$ cat src/rtl/prbs_sat_counter.sv
// Saturating up-counter with synchronous clear; clear wins over increment.
module prbs_sat_counter #(
  parameter int unsigned W = 16
) (
  input  logic         i_clk,
  input  logic         i_rst,
  input  logic         i_inc,
  input  logic         i_clr,
  output logic [W-1:0] o_q
);

  logic [W-1:0] r_q;

  always_ff @(posedge i_clk) begin
    if (i_rst || i_clr) begin
      r_q <= '0;
    end else if (i_inc && (r_q != '1)) begin
      r_q <= r_q + 1'b1;
    end
  end

  assign o_q = r_q;

endmodule

$ cat config.mk
export PLATFORM = sky130hd
export DESIGN_NAME = prbs_sat_counter
export DESIGN_NICKNAME = d
export VERILOG_FILES = /design/src/rtl/prbs_sat_counter.sv
export SDC_FILE = /design/constraint.sdc
export NUM_CORES = 1
export LEC_CHECK = 0
export ABC_AREA = 1
export CORE_MARGIN = 3
export CORE_UTILIZATION = 30
export CTS_CLUSTER_SIZE = 20
export DETAILED_ROUTE_END_ITERATION = 7
export GPL_ROUTABILITY_DRIVEN = 0
export GPL_TIMING_DRIVEN = 0
export PLACE_DENSITY_LB_ADDON = 0.15
export RECOVER_POWER = 25
export SYNTH_ARGS = -nofsm -noshare
export SYNTH_HDL_FRONTEND = slang
export SYNTH_SLANG_ARGS = --single-unit
$ cat constraint.sdc
create_clock -name i_clk -period 3.4 [get_ports i_clk]
set_clock_uncertainty 0.05 [all_clocks]
set_input_delay 0.68 -clock i_clk [delete_from_list [all_inputs] [get_ports i_clk]]
set_output_delay 0.68 -clock i_clk [all_outputs]
set_load 0.01 [all_outputs]
==> results.txt, run 1 <==
Outcome = complete, no violations
Critical-path cell list = clkdlybuf4s50_1
Clock latency on the worst-skew pair = 300 ps
P_int = 0.263 mW
Nets@finish = 178
Seq. cell area = 320 um2
DR top layer = met4
Largest net degree at the start of global routing = 11
Worst EP arrival = 1310 ps
CP Max Fanout = 6
Final TNS setup = 0 ps
WL final = 2220 um
Dpl cell area = 1190 um2
Root Buffer Master = clkbuf_4
Cell area after synthesis = 951 um2
WP data required = 2670 ps
Tcrit/Tclk final = 60.0%
DR pass1 iterations = 4
Multi-input gate area = 541 um2
Switch Pwr = 0.0783 mW
Input/output buffers = 19
Final Hold Vio Count = 0
CP Class = reg -> out
Crit path depth = 1
RSZ-0062 raised after global routing = no
Critical Path Max Stage Delay = 580 ps
Die Wd = 62.3 um
# Post-CTS Setup Buffers = 0
DRC = 0
CP endpoint kind = output port
Slew headroom = 71.7%
Routed len/inst = 10.4 um
Min Hold Slack = 488 ps
Fmax = 490 MHz
Tightest Pin Transition = 425 ps
Crit path launch = o_q[11]
First-pass GRT wire length = 3770 um
Core Box Area = 2880 um2
Clock-pin slew on the worst setup and hold paths = 100 ps
Max stage delay cell, worst path = clkdlybuf4s50_1
Leak = 0.419 nW
Met2 wire length = 996 um
Largest register FFs = 16
Initial antenna violation count = 0
Hold Path Origin = o_q[5]
Reg2Reg Depth = 8
Post-Syn Nets = 154
Gate power share = 5.8%
Clk network pwr share = 38.6%
Fin crit period = 2040 ps
IO Pins = 20
Post-CTS Resized = 0
Row count = 19
R2r setup slk = 1660 ps
Detailed placement HPWL = 1700 um
Ant. Diodes = 0
Final Slew Violations = 0
# hold bufs at CTS = 0
Mapped Avg Cell Area = 6.38 um2
Unique masters post-synth = 21
GRT Total Usage = 12.0%
CTS tree = done
Sequential share of power = 55.6%
Flops & latches, synth = 16
Via-per-instance ratio = 4.55
Clock tree buffer depth = 2
Vias = 974
1st-iter DRT viols = 55
Worst slack, placed = 1230 ps
Worst Hold Class = reg -> reg
Layout Area Growth over Synthesis = 26.6%
Die area = 3880 um2
Final setup fails = 0
GR Overflow Total = 0
Post-Synthesis Cells = 149
Pwr dens = 283 nW/um2
Worst Path Buf+Inv = 1
Filler cells = 331
Reg2reg end = o_q[2]
Worst r2r src = o_q[1]
Die H = 62.3 um
Initial Util = 33.1%
Yosys warnings = 0
Max-Cap Viols = 0
Register area share after synthesis = 33.7%
Final ANT Viol Nets = 0
CTS buffer count = 3
CP Launch Type = register
Number of global-route vias before repair = 840
Share of layout cells above drive strength 1 = 8.72%
Crit path max-delay family = buffers and inverters
Post-Route M1 WL = 1100 um
Finished Cell Area = 1200 um2
Peak VDD IR = 0.000112 V
Sw frac = 23.0%
Met3 Wirelength = 82 um
Sink Count = 16
H-tree depth = 1
Setup ws final = 1360 ps
CP Capture Point = o_q[11]
==> kinds of logic after synthesis <==
kind of cell,count (synthesis),synth area share (%)
flops,16,33.7
simple gates,102,49.5
compound gates,14,8.03
buf+inv,16,7.50
fa+ha+maj,1,1.32
==> cell usage in the layout (no fill, tap or decap) <==
cell type	instances
nand3_1	14
clkbuf_1	1
nor3_1	1
nor2_1	37
ha_1	1
a21oi_1	9
a21boi_1	1
clkbuf_8	1
clkbuf_4	3
buf_4	1
nand2_1	38
o21ai_0	3
clkdlybuf4s50_1	19
inv_1	12
nand2_2	3
inv_2	1
nor2_4	3
o21ai_2	1
clkinv_1	1
dfxtp_1	16
nand4_1	4
nand2_4	1
nor2_2	1
==> cell type report <==
class | instances | share of cell area [%]
flip-flops and latches | 16 | 26.6
multi-input cells | 117 | 44.9
well taps | 42 | 4.37
inverters | 14 | 4.37
repair buffers | 19 | 15.8
clock buffers | 4 | 3.01
plain buffers | 2 | 0.936
==> power by group through the flow <==
stage               clock network [mW]  logic (mW)  registers, mW
global route                     0.146      0.0220          0.190
floorplan                            0      0.0106          0.194
CTS                              0.136      0.0204          0.190
global placement                     0      0.0201          0.194
finish                           0.132      0.0197          0.190
detailed placement                   0      0.0204          0.194
==> cell usage after synthesis <==
cell | instances | area, um2
a21boi_1 | 1 | 7.51
a21oi_1 | 9 | 45.0
buf_4 | 1 | 7.51
buf_6 | 1 | 11.3
clkinv_1 | 1 | 3.75
dfxtp_1 | 16 | 320
ha_1 | 1 | 12.5
inv_1 | 12 | 45.0
inv_2 | 1 | 3.75
nand2_1 | 38 | 143
nand2_2 | 3 | 18.8
nand2_4 | 1 | 11.3
nand3_1 | 14 | 70.1
nand4_1 | 3 | 18.8
nand4_2 | 1 | 12.5
nor2_1 | 34 | 128
nor2_2 | 3 | 18.8
nor2_4 | 4 | 45.0
nor3_1 | 1 | 5.00
o21ai_0 | 3 | 15.0
o21ai_2 | 1 | 8.76
==> routing by layer <==
layer  vias to the layer above  track usage (%)
met5                         -                0
met2                        16             19.2
met3                         4             2.88
met4                         0             4.96
li1                        523                -
met1                       431             15.5
==> per-stage QoR <==
step / util (%) / power [mW] / std cells
2_1_floorplan: - / 0.205 / 149
3_3_place_gp: 41.5 / 0.214 / 210
3_5_place_dp: 41.5 / 0.214 / 210
4_1_cts: 42.8 / 0.346 / 214
5_1_grt: 41.8 / 0.358 / 214
6_report: 41.8 / 0.341 / 214
==> worst min path at each step <==
| stage | to | depth (start not counted) |
|---|---|---|
| final | o_q[5] | 2 |
| after global routing | o_q[5] | 2 |
| after CTS | o_q[5] | 2 |
| after detailed placement | o_q[5] | 2 |
| after global placement | o_q[5] | 2 |
| after floorplan | o_q[11] | 2 |
Note: power is estimated with default switching activity, not from simulation.
==> run 2: changes to the inputs <==
clock period = 1.75 ns   (was 3.4 ns; I/O delays follow)
==> results.txt, run 2 (same netlist as run 1, synthesis figures left out) <==
Crit path launch = o_q[2]
Slew headroom = 71.3%
Layout Area Growth over Synthesis = 29.6%
Worst slack, placed = -87.7 ps
Critical-path cell list = clkdlybuf4s50_1
Critical Path Max Stage Delay = 570 ps
Crit path max-delay family = buffers and inverters
Core Box Area = 2880 um2
Nets@finish = 178
Max-Cap Viols = 0
Tightest Pin Transition = 429 ps
IO Pins = 20
Tot Pwr = 0.662 mW
Die area = 3880 um2
Worst EP arrival = 1300 ps
Ant. Diodes = 0
Root Buffer Master = clkbuf_4
Worst Path Buf+Inv = 1
Final setup fails = 0
Sequential share of power = 55.7%
Filler cells = 321
Max stage delay cell, worst path = clkdlybuf4s50_1
H-tree depth = 1
Routed len/inst = 10.3 um
Sw frac = 22.9%
WL final = 2210 um
RSZ-0062 raised after global routing = no
Commonest non-fill, non-tap cell in the layout = nand2_1
Tcrit/Tclk final = 97.2%
Detailed placement HPWL = 1700 um
Worst r2r src = o_q[0]
Fmax = 588 MHz
Clock latency on the worst-skew pair = 290 ps
Sink Count = 16
Die H = 62.3 um
Outcome = complete, no violations
Hold Path Origin = o_q[11]
Commonest cells after routing, fill and taps aside = 39 x nand2_1, 34 x nor2_1, 18 x clkdlybuf4s50_1
CP Max Fanout = 6
DR pass1 iterations = 4
Final Hold Vio Count = 0
CTS tree = done
Peak VDD IR = 0.000228 V
Pwr dens = 537 nW/um2
1st-iter DRT viols = 50
Switch Pwr = 0.152 mW
Initial antenna violation count = 0
Worst Hold Class = reg -> reg
First-pass GRT wire length = 3770 um
Final TNS setup = 0 ps
Vias = 970
Die Wd = 62.3 um
Input/output buffers = 19
CP endpoint kind = output port
CP Launch Type = register
CTS buffer count = 3
Final ANT Viol Nets = 0
GR Overflow Total = 0
Clk network pwr share = 38.5%
Leak = 0.437 nW
Largest net degree at the start of global routing = 11
Largest register FFs = 16
CP Class = reg -> out
Number of global-route vias before repair = 840
Final Slew Violations = 0
Setup ws final = 49.5 ps
Clock tree buffer depth = 2
Clock-pin slew on the worst setup and hold paths = 100 ps
Fin crit period = 1700 ps
Share of layout cells above drive strength 1 = 15.7%
Initial Util = 33.1%
GRT Total Usage = 12.0%
DRC = 0
P_int = 0.510 mW
Via-per-instance ratio = 4.53
Row count = 19
Fin util = 42.8%
WP data required = 1350 ps
Gate power share = 5.8%
[run 2: power groups by stage]
stage	logic (mW)	clock network, mW	registers (mW)
detailed placement	0.0396	0	0.377
global placement	0.0391	0	0.377
floorplan	0.0206	0	0.378
global route	0.0426	0.283	0.369
finish	0.0385	0.255	0.368
CTS	0.0397	0.264	0.369
[run 2: routing by layer]
layer	share of wire, %	GRT usage (%)
met1	50	15.5
met2	45	19.2
met3	3.4	2.88
met4	1.3	4.96
met5	0	0
[run 2: what timing repair did]
action                     CTS  global route
buffers inserted             0             0
gates resized for setup      0             8
setup endpoints to repair    0             8
hold buffers                 0             0
[run 2: final timing paths]
kind | end | slack [ps] | depth (start not counted)
worst max-delay path | o_q[2] | 50 | 1
worst min-delay path | o_q[11] | 470 | 2
worst max register to register | o_q[2] | 160 | 8
worst min register to register | o_q[11] | 470 | 2
[run 2: final cells by class]
| cell class | instances | area, um2 | share of cell area [%] |
|---|---|---|---|
| multi-input cells | 117 | 552 | 44.8 |
| well taps | 42 | 52.6 | 4.26 |
| repair buffers | 19 | 190 | 15.4 |
| inverters | 14 | 52.6 | 4.26 |
| flip-flops and latches | 16 | 330 | 26.8 |
| clock buffers | 4 | 36.3 | 2.94 |
| plain buffers | 2 | 18.8 | 1.52 |
[run 2: stage by stage]
step	hold WS, ps	std cells	area (um2)
after global placement	471	210	1190
after CTS	496	214	1230
after detailed placement	479	210	1190
final	466	214	1230
after floorplan	483	149	951
after global routing	504	214	1230
==> run 3: changes to the inputs <==
ABC_CLOCK_PERIOD_IN_PS = 1750   (was not set)
CTS_BUF_LIST = sky130_fd_sc_hd__clkbuf_2   (was not set)
==> results.txt, run 3 (same netlist as run 1, synthesis figures left out) <==
Hold path depth = 2
Setup ws final = 70.0 ps
Vias = 979
First-pass GRT wire length = 3730 um
WL final = 2180 um
Clock-pin slew on the worst setup and hold paths = 150 ps
CTS tree = done
Core Box Area = 2880 um2
DRC = 0
Filler cells = 323
Die Wd = 62.3 um
Final Slew Violations = 0
CTS buffer count = 3
Outcome = complete, no violations
Worst Hold Class = reg -> reg
DR pass1 iterations = 4
Reg2reg end = o_q[2]
Number of global-route vias before repair = 831
Initial Util = 33.1%
Worst slack, placed = -87.7 ps
Die H = 62.3 um
CP endpoint kind = output port
Clock tree buffer depth = 2
GR Overflow Total = 0
Share of layout cells above drive strength 1 = 17.4%
Critical-path cell list = clkdlybuf4s50_1
Final setup fails = 0
Routed len/inst = 10.2 um
IO Pins = 20
Reg2Reg Depth = 9
Largest register FFs = 16
Detailed placement HPWL = 1700 um
Tcrit/Tclk final = 96.0%
Multi-input gate area = 552 um2
Input/output buffers = 19
Max-Cap Viols = 0
H-tree depth = 1
Layout Area Growth over Synthesis = 28.3%
Root Buffer Master = clkbuf_2
Commonest non-fill, non-tap cell in the layout = nand2_1
Hold path endpoint = o_q[11]
Via-per-instance ratio = 4.57
Sink Count = 16
Largest net degree at the start of global routing = 11
Max stage delay cell, worst path = clkdlybuf4s50_1
Commonest cells after routing, fill and taps aside = 38 x nand2_1, 35 x nor2_1, 19 x clkdlybuf4s50_1
Worst EP arrival = 1280 ps
CP Max Fanout = 5
Final Hold Vio Count = 0
Min Hold Slack = 470 ps
Leak = 0.433 nW
1st-iter DRT viols = 37
GRT Total Usage = 11.9%
Seq. cell area = 335 um2
Row count = 19
Slew headroom = 71.3%
Die area = 3880 um2
Fin crit period = 1680 ps
Worst r2r src = o_q[0]
Final TNS setup = 0 ps
WP data required = 1350 ps
Fmax = 595 MHz
Initial antenna violation count = 0
Critical Path Max Stage Delay = 560 ps
Worst Path Buf+Inv = 1
Peak VDD IR = 0.000210 V
Final ANT Viol Nets = 0
Ant. Diodes = 0
CP Class = reg -> out
R2r setup slk = 170 ps
Hold Path Origin = o_q[11]
Crit path max-delay family = buffers and inverters
Pwr dens = 477 nW/um2
Nets@finish = 178
RSZ-0062 raised after global routing = no
Tightest Pin Transition = 429 ps
CP Launch Type = register
Clock latency on the worst-skew pair = 300 ps
-- run 3: how the worst max path moves through the flow --
stage                  from  endpoint  slack (ps)  cells after the start
finish               o_q[0]    o_q[0]          70                      1
global route        o_q[15]   o_q[15]           1                      1
CTS                  o_q[7]    o_q[7]           2                      1
detailed placement    i_inc   o_q[14]         -90                      8
global placement      i_inc   o_q[14]         -80                      8
floorplan            o_q[1]   o_q[13]         290                      7
-- run 3: layout make-up --
class	count	area share, %
multi-input cells	117	45.2
flip-flops and latches	16	27.5
repair buffers	19	15.6
inverters	14	4.31
well taps	42	4.31
plain buffers	2	1.54
clock buffers	3	1.23
clock inverters	1	0.308
-- run 3: per-stage QoR --
stage	util, %	instance area, um2	std cells	total power, mW
floorplan	-	951	149	0.398
global placement	41.5	1190	210	0.416
detailed placement	41.5	1190	210	0.417
CTS	42.2	1210	214	0.594
global route	42.4	1220	214	0.613
finish	42.4	1220	214	0.582
-- run 3: repair_timing --
item / 4_1_cts / 5_1_grt
hold buffers: 0 / 0
hold endpoints to repair: 0 / 0
gates resized for setup: 1 / 11
setup endpoints to repair: 1 / 12
setup buffers: 0 / 0
cloned: 0 / 0
-- run 3: worst reg2reg max path, delay by kind of cell (launching register included) --
kind / cells / cell delay [ps]
and+or+nand+nor: 8 / 850
adders and majority gates: 1 / 210
DFF: 1 / 420
-- run 3: power by group --
part           switching [mW]  total [mW]  internal, mW
Clock                   0.125       0.174        0.0496
Combinational          0.0208      0.0389        0.0181
Sequential            0.00254       0.369         0.366
-- run 3: metal layers --
metal | wire (um) | share of wire (%) | vias to the layer above | GRT usage, %
li1 | - | - | 519 | -
met5 | 0 | 0 | - | 0
met3 | 85 | 3.9 | 4 | 2.88
met2 | 986 | 45 | 18 | 18.7
met1 | 1080 | 50 | 438 | 15.5
met4 | 27 | 1.2 | 0 | 4.96
